[src/rtl/guess_engine.sv]
// guess_engine
//
// Number-guessing core. A free-running 16-bit Galois LFSR supplies candidate
// secrets. A new round starts on genrand. Candidates outside 1..MAX_VAL-1 are
// rejected, and the next LFSR value is tried on the following cycle. During
// play, each rising edge of enter submits guess. The open window (ll, hl) then
// shrinks toward the secret until the player wins or runs out of attempts.
//
// Ports
//   clk        : single clock, all state on the rising edge
//   rst        : asynchronous active-low reset
//   genrand    : level, start a new round (also abandons a round in progress)
//   enter      : level from the debounced button; its rising edge submits guess
//   guess      : player's guess, WIDTH bits, unsigned
//   ll, hl     : current exclusive low / high window limits
//   tries_left : attempts remaining in this round
//   ready      : high while waiting for a guess
//   outrange   : the last checked guess fell outside (ll, hl)
//   done       : round won
//   lose       : round lost
//   secret     : the secret while done or lose, otherwise 0

module guess_engine #(
  parameter int           WIDTH     = 7,
  parameter int           MAX_VAL   = 99,
  parameter int           MAX_TRIES = 7,
  parameter logic [15:0]  SEED      = 16'hACE1,
  localparam int          TW        = $clog2(MAX_TRIES + 1)
) (
  input  logic             clk,
  input  logic             rst,
  input  logic             genrand,
  input  logic             enter,
  input  logic [WIDTH-1:0] guess,
  output logic [WIDTH-1:0] ll,
  output logic [WIDTH-1:0] hl,
  output logic [TW-1:0]    tries_left,
  output logic             ready,
  output logic             outrange,
  output logic             done,
  output logic             lose,
  output logic [WIDTH-1:0] secret
);

  localparam logic [WIDTH-1:0] MAX_V = WIDTH'(MAX_VAL);
  localparam logic [TW-1:0]    MAX_T = TW'(MAX_TRIES);

  typedef enum logic [2:0] {
    IDLE  = 3'd0,
    GEN   = 3'd1,
    PLAY  = 3'd2,
    CHECK = 3'd3,
    WIN   = 3'd4,
    LOSE  = 3'd5
  } state_t;

  state_t           state;
  logic [15:0]      lfsr;
  logic             enter_q;
  logic [WIDTH-1:0] guess_r;
  logic [WIDTH-1:0] secret_r;

  logic             enter_rise;
  logic [WIDTH-1:0] cand;
  logic             cand_ok;
  logic             g_out;
  logic [TW-1:0]    tries_dec;

  // Galois step for x^16+x^14+x^13+x^11+1: shift right, fold in the tap mask
  // whenever the bit shifted out was set.
  function automatic logic [15:0] lfsr_step(input logic [15:0] s);
    logic [15:0] n;
    n = s >> 1;
    if (s[0]) n = n ^ 16'hB400;
    return n;
  endfunction

  assign enter_rise = enter & ~enter_q;
  assign cand       = lfsr[WIDTH-1:0];
  assign cand_ok    = (cand != '0) && (cand < MAX_V);
  // The window is exclusive on both sides, so the limits themselves are out.
  assign g_out      = (guess_r <= ll) || (guess_r >= hl);
  // Saturating decrement; a round never reaches CHECK with zero tries left,
  // but the guard keeps the counter from wrapping regardless.
  assign tries_dec  = (tries_left != '0) ? (tries_left - TW'(1)) : '0;

  always_ff @(posedge clk or negedge rst) begin
    if (!rst) begin
      state      <= IDLE;
      lfsr       <= SEED;
      enter_q    <= 1'b0;
      guess_r    <= '0;
      secret_r   <= '0;
      ll         <= '0;
      hl         <= MAX_V;
      tries_left <= MAX_T;
      ready      <= 1'b0;
      outrange   <= 1'b0;
      done       <= 1'b0;
      lose       <= 1'b0;
      secret     <= '0;
    end else begin
      // The LFSR and the enter history run in every state, so the secret
      // depends on how many cycles elapsed before genrand.
      lfsr    <= lfsr_step(lfsr);
      enter_q <= enter;

      case (state)
        IDLE: begin
          if (genrand) begin
            state <= GEN;
            ready <= 1'b0;
          end
        end

        GEN: begin
          ll         <= '0;
          hl         <= MAX_V;
          tries_left <= MAX_T;
          outrange   <= 1'b0;
          done       <= 1'b0;
          lose       <= 1'b0;
          secret     <= '0;
          if (cand_ok) begin
            secret_r <= cand;
            state    <= PLAY;
            ready    <= 1'b1;
          end
        end

        PLAY: begin
          // genrand wins over a simultaneous enter edge.
          if (genrand) begin
            state <= GEN;
            ready <= 1'b0;
          end else if (enter_rise) begin
            guess_r <= guess;
            state   <= CHECK;
            ready   <= 1'b0;
          end
        end

        CHECK: begin
          if (genrand) begin
            state <= GEN;
            ready <= 1'b0;
          end else if (g_out) begin
            outrange <= 1'b1;
            state    <= PLAY;
            ready    <= 1'b1;
          end else if (guess_r == secret_r) begin
            outrange <= 1'b0;
            done     <= 1'b1;
            secret   <= secret_r;
            state    <= WIN;
          end else begin
            if (guess_r < secret_r) ll <= guess_r;
            else                    hl <= guess_r;
            tries_left <= tries_dec;
            outrange   <= 1'b0;
            if (tries_dec == '0) begin
              lose   <= 1'b1;
              secret <= secret_r;
              state  <= LOSE;
            end else begin
              state <= PLAY;
              ready <= 1'b1;
            end
          end
        end

        WIN, LOSE: begin
          if (genrand) begin
            state <= GEN;
            ready <= 1'b0;
          end
        end

        default: begin
          state <= IDLE;
          ready <= 1'b0;
        end
      endcase
    end
  end

endmodule
[config.mk]
export PLATFORM = sky130hd
export DESIGN_NAME = guess_engine
export DESIGN_NICKNAME = d
export VERILOG_FILES = /design/src/rtl/guess_engine.sv
export SDC_FILE = /design/constraint.sdc
export NUM_CORES = 1
export LEC_CHECK = 0
export BUFFER_PORTS_ARGS = -buffer_cell sky130_fd_sc_hd__buf_2
export CAP_MARGIN = 30
export CORE_UTILIZATION = 35
export DETAILED_ROUTE_END_ITERATION = 16
export PLACE_DENSITY = 0.64
export SLEW_MARGIN = 30
export SYNTH_ARGS = -nofsm -noshare
export SYNTH_HDL_FRONTEND = slang
export SYNTH_SLANG_ARGS = --single-unit
[constraint.sdc]
create_clock -name clk -period 2.9 [get_ports clk]
set_input_delay 0.29 -clock clk [delete_from_list [all_inputs] [get_ports clk]]
set_output_delay 0.29 -clock clk [all_outputs]
set_load 0.02 [all_outputs]
==> metrics.md <==
| Metric | Value |
|---|---|
| Status | `complete, no violations` |
| Critical Path AT | `between 2 and 3 ns` |
| Number of gates resized after CTS | `0` |
| Maximum clock rate | `420 MHz` |
| Pwr per Cell Area | `433 mW/mm2` |
| Syn_nets | `354` |
| Most frequent cells in the layout | `47 x dfrtp_1, 38 x buf_2, 33 x nand2_1` |
| Synthesized cell area | `0.00334 mm2` |
| CTS tree | `done` |
| FP Rows | `35` |
| CTS Buf Count | `9` |
| CTS max path bufs | `2` |
| # Max-Cap Violations | `0` |
| Core area | `0.00924 mm2` |
| RR Endpoint | `ll[1]` |
| Number of DRC violations after detailed-routing iteration 0 | `112` |
| First-pass GRT wire length | `12800 um` |
| R2R Setup Slk | `between 0.5 and 0.6 ns` |
| Yosys cell types | `58` |
| Worst hold path class | `input pin to flip-flop` |
| GP Congestion | `0.882` |
| CP startpoint kind | `flip-flop` |
| Worst hold start | `enter` |
| WL/cell | `15.4 um` |
| Clock Pin Slew Worst Setup and Hold Paths | `0.07 ns` |
| Worst R2R Path Depth | `6` |
| Area grow syn2layout | `15.7%` |
| Largest net degree at the start of global routing | `63` |
| Die ar. | `between 0.009 and 0.01 mm2` |
| Crit end category | `flip-flop` |
| Slew @ Worst Pin | `0.805 ns` |
| Final min period | `between 2 and 2.5 ns` |
| Max-slew violation count | `0` |
| Synth Flop Type | `dfrtp_1` |
| Post-Syn Area per Cell | `10.4 um2` |
| Post-route ant nets | `0` |
| WHS Path Cells | `1` |
| Layout Nets | `397` |
| Crit share post-route | `82.1%` |
| Crit path launch | `hl[0]` |
| GRT Overall Usage | `~17%` |
| Root Buffer | `clkbuf_8` |
| Clk_lat worst skew | `0.34 ns` |
| #FFs+latches synth | `62` |
| PortBufs | `38` |
| Die width | `99.7 um` |
| DR pass1 iterations | `4` |
| RSZ-0062 raised after global routing | `false` |
| Fin. Hold Viols | `0` |
| Detail Placement HPWL | `between 5000 and 6000 um` |
| Slew HR | `46.3%` |
| R2r startpoint | `hl[0]` |
| Final setup TNS | `0 ns` |
| Fraction of registers with async set/reset | `100%` |
| Sequential-to-total area share from yosys stat | `a little under half` |
| Routed vias | `around 2600` |
| Skew final | `~0.008 ns` |
| Synth warnings | `0` |
| Maximum VDD drop | `0.240 mV` |
| WHS | `~0.066 ns` |
| # Post-CTS Setup Buffers | `0` |
| Setup-failing EPs final | `0` |
| Layout cells sized above 1 | `27.2%` |
| Vias per inst | `~5.2` |
| Number of global-route vias before repair | `2590` |
| Clk sinks | `62` |
| DRC violations left | `0` |
| CTS H-Tree Depth | `3` |
| CP Max Fanout | `9` |
| Worst setup path endpoint | `ll[1]` |
| Ant diodes | `0` |
| Type of the worst setup path | `flip-flop to flip-flop` |
| Die extent in y | `~100 um` |
| Post-synth top area cell | `dfrtp_1` |
| Routed wire length | `about 7600 um` |
| Most common cell after layout, fill and taps aside | `dfrtp_1` |
| Mapped Cells | `320` |
| Worst Path Required | `3.11 ns` |
| Static leakage | `0.00177 uW` |
| # hold bufs at CTS | `0` |
| Initial Utilization | `36.2%` |
| Number of flops mapped to enable cells by yosys | `0` |
| I/O Pins | `39` |
| Final global-route overflow total | `0` |
| Synth area leaders | `dfrtp_1 35%, dfstp_2 12%, ha_1 8.6%, nand2_1 3.7%, inv_1 3.4%` |
| Top cell type's share of synthesized area | `35.2%` |
| Initial antenna violation count | `0` |
-- flip-flops by register name (all words and copies together), names as in the netlist --
name,count
lfsr,16
guess_r,7
hl,7
ll,7
secret,7
secret_r,7
state,3
tries_left,3
done,1
enter_q,1
lose,1
outrange,1
ready,1
-- power breakdown --
| part | switching, uW | internal [uW] | total, uW |
|---|---|---|---|
| Sequential | 3.20 | 868 | 871 |
| Combinational | 55.5 | 18.9 | 74.4 |
| Clock | 337 | 390 | 727 |
| Total | 396 | 1280 | 1670 |
-- metal layers --
layer	vias up	wire [um]	share of wire (%)	GRT usage, %
met1	1258	3550	46	21.1
met2	56	3580	47	27.3
li1	1256	-	-	-
met5	-	0	0	0
met4	0	171	2.2	7.13
met3	17	336	4.4	4.29
-- worst max-delay path: stages (launching register included) --
cell      delay [ns]
dfstp_2         0.56
ha_1            0.23
nand2b_4        0.13
a211o_1         0.32
a21oi_2         0.41
and4_1          0.46
o32ai_1         0.15
-- area by class of cell --
class	instances	area [um2]
clock buffer	9	124
clock inverter	7	65.1
fill	911	5380
inverter	30	113
multi-input combinational	212	1570
sequential	62	1570
tap	129	161
timing repair buffer	48	265
-- through the flow --
step                std cells  instance area [um2]  worst slack (ns)  utilization (%)  total power [uW]
detailed placement        481                 3680             0.518             39.8               962
finish                    497                 3860             0.520             41.8              1670
floorplan                 320                 3340             0.768                -               921
CTS                       497                 3860             0.503             41.8              1700
global placement          481                 3680             0.568             39.8               961
global route              497                 3860             0.320             41.8              1740
-- logic make-up after synthesis --
family                     count (synthesis)  share of synthesized area [%]
AOI/OAI and AO/OA                         84                           19.6
xor gates and xnor gates                   3                          0.787
adders and majority gates                 23                           8.61
buffers and inverters                     46                           6.10
DFF                                       62                           47.0
muxes                                      9                           3.00
and+or+nand+nor                           93                           14.9
-- cell usage after synthesis (4+ instances only) --
master / instances
a21oi_1: 10
o32ai_1: 6
a31oi_1: 4
a41o_1: 7
inv_1: 30
dfstp_2: 15
o21ai_0: 11
nand2_1: 33
buf_2: 7
nand3_1: 11
mux2_2: 8
clkbuf_1: 5
ha_1: 23
a211oi_1: 8
nor2b_1: 5
o211ai_1: 9
nor2_1: 18
dfrtp_1: 47
nand2b_1: 5
-- worst min path at each step --
stage	to	slack, ns
6_report	enter_q	0.07
4_1_cts	enter_q	0.05
3_3_place_gp	lfsr[7]	0.33
5_1_grt	enter_q	0.06
3_5_place_dp	lfsr[7]	0.34
2_1_floorplan	done	-0.006
Power figures use the tool's default switching activity.
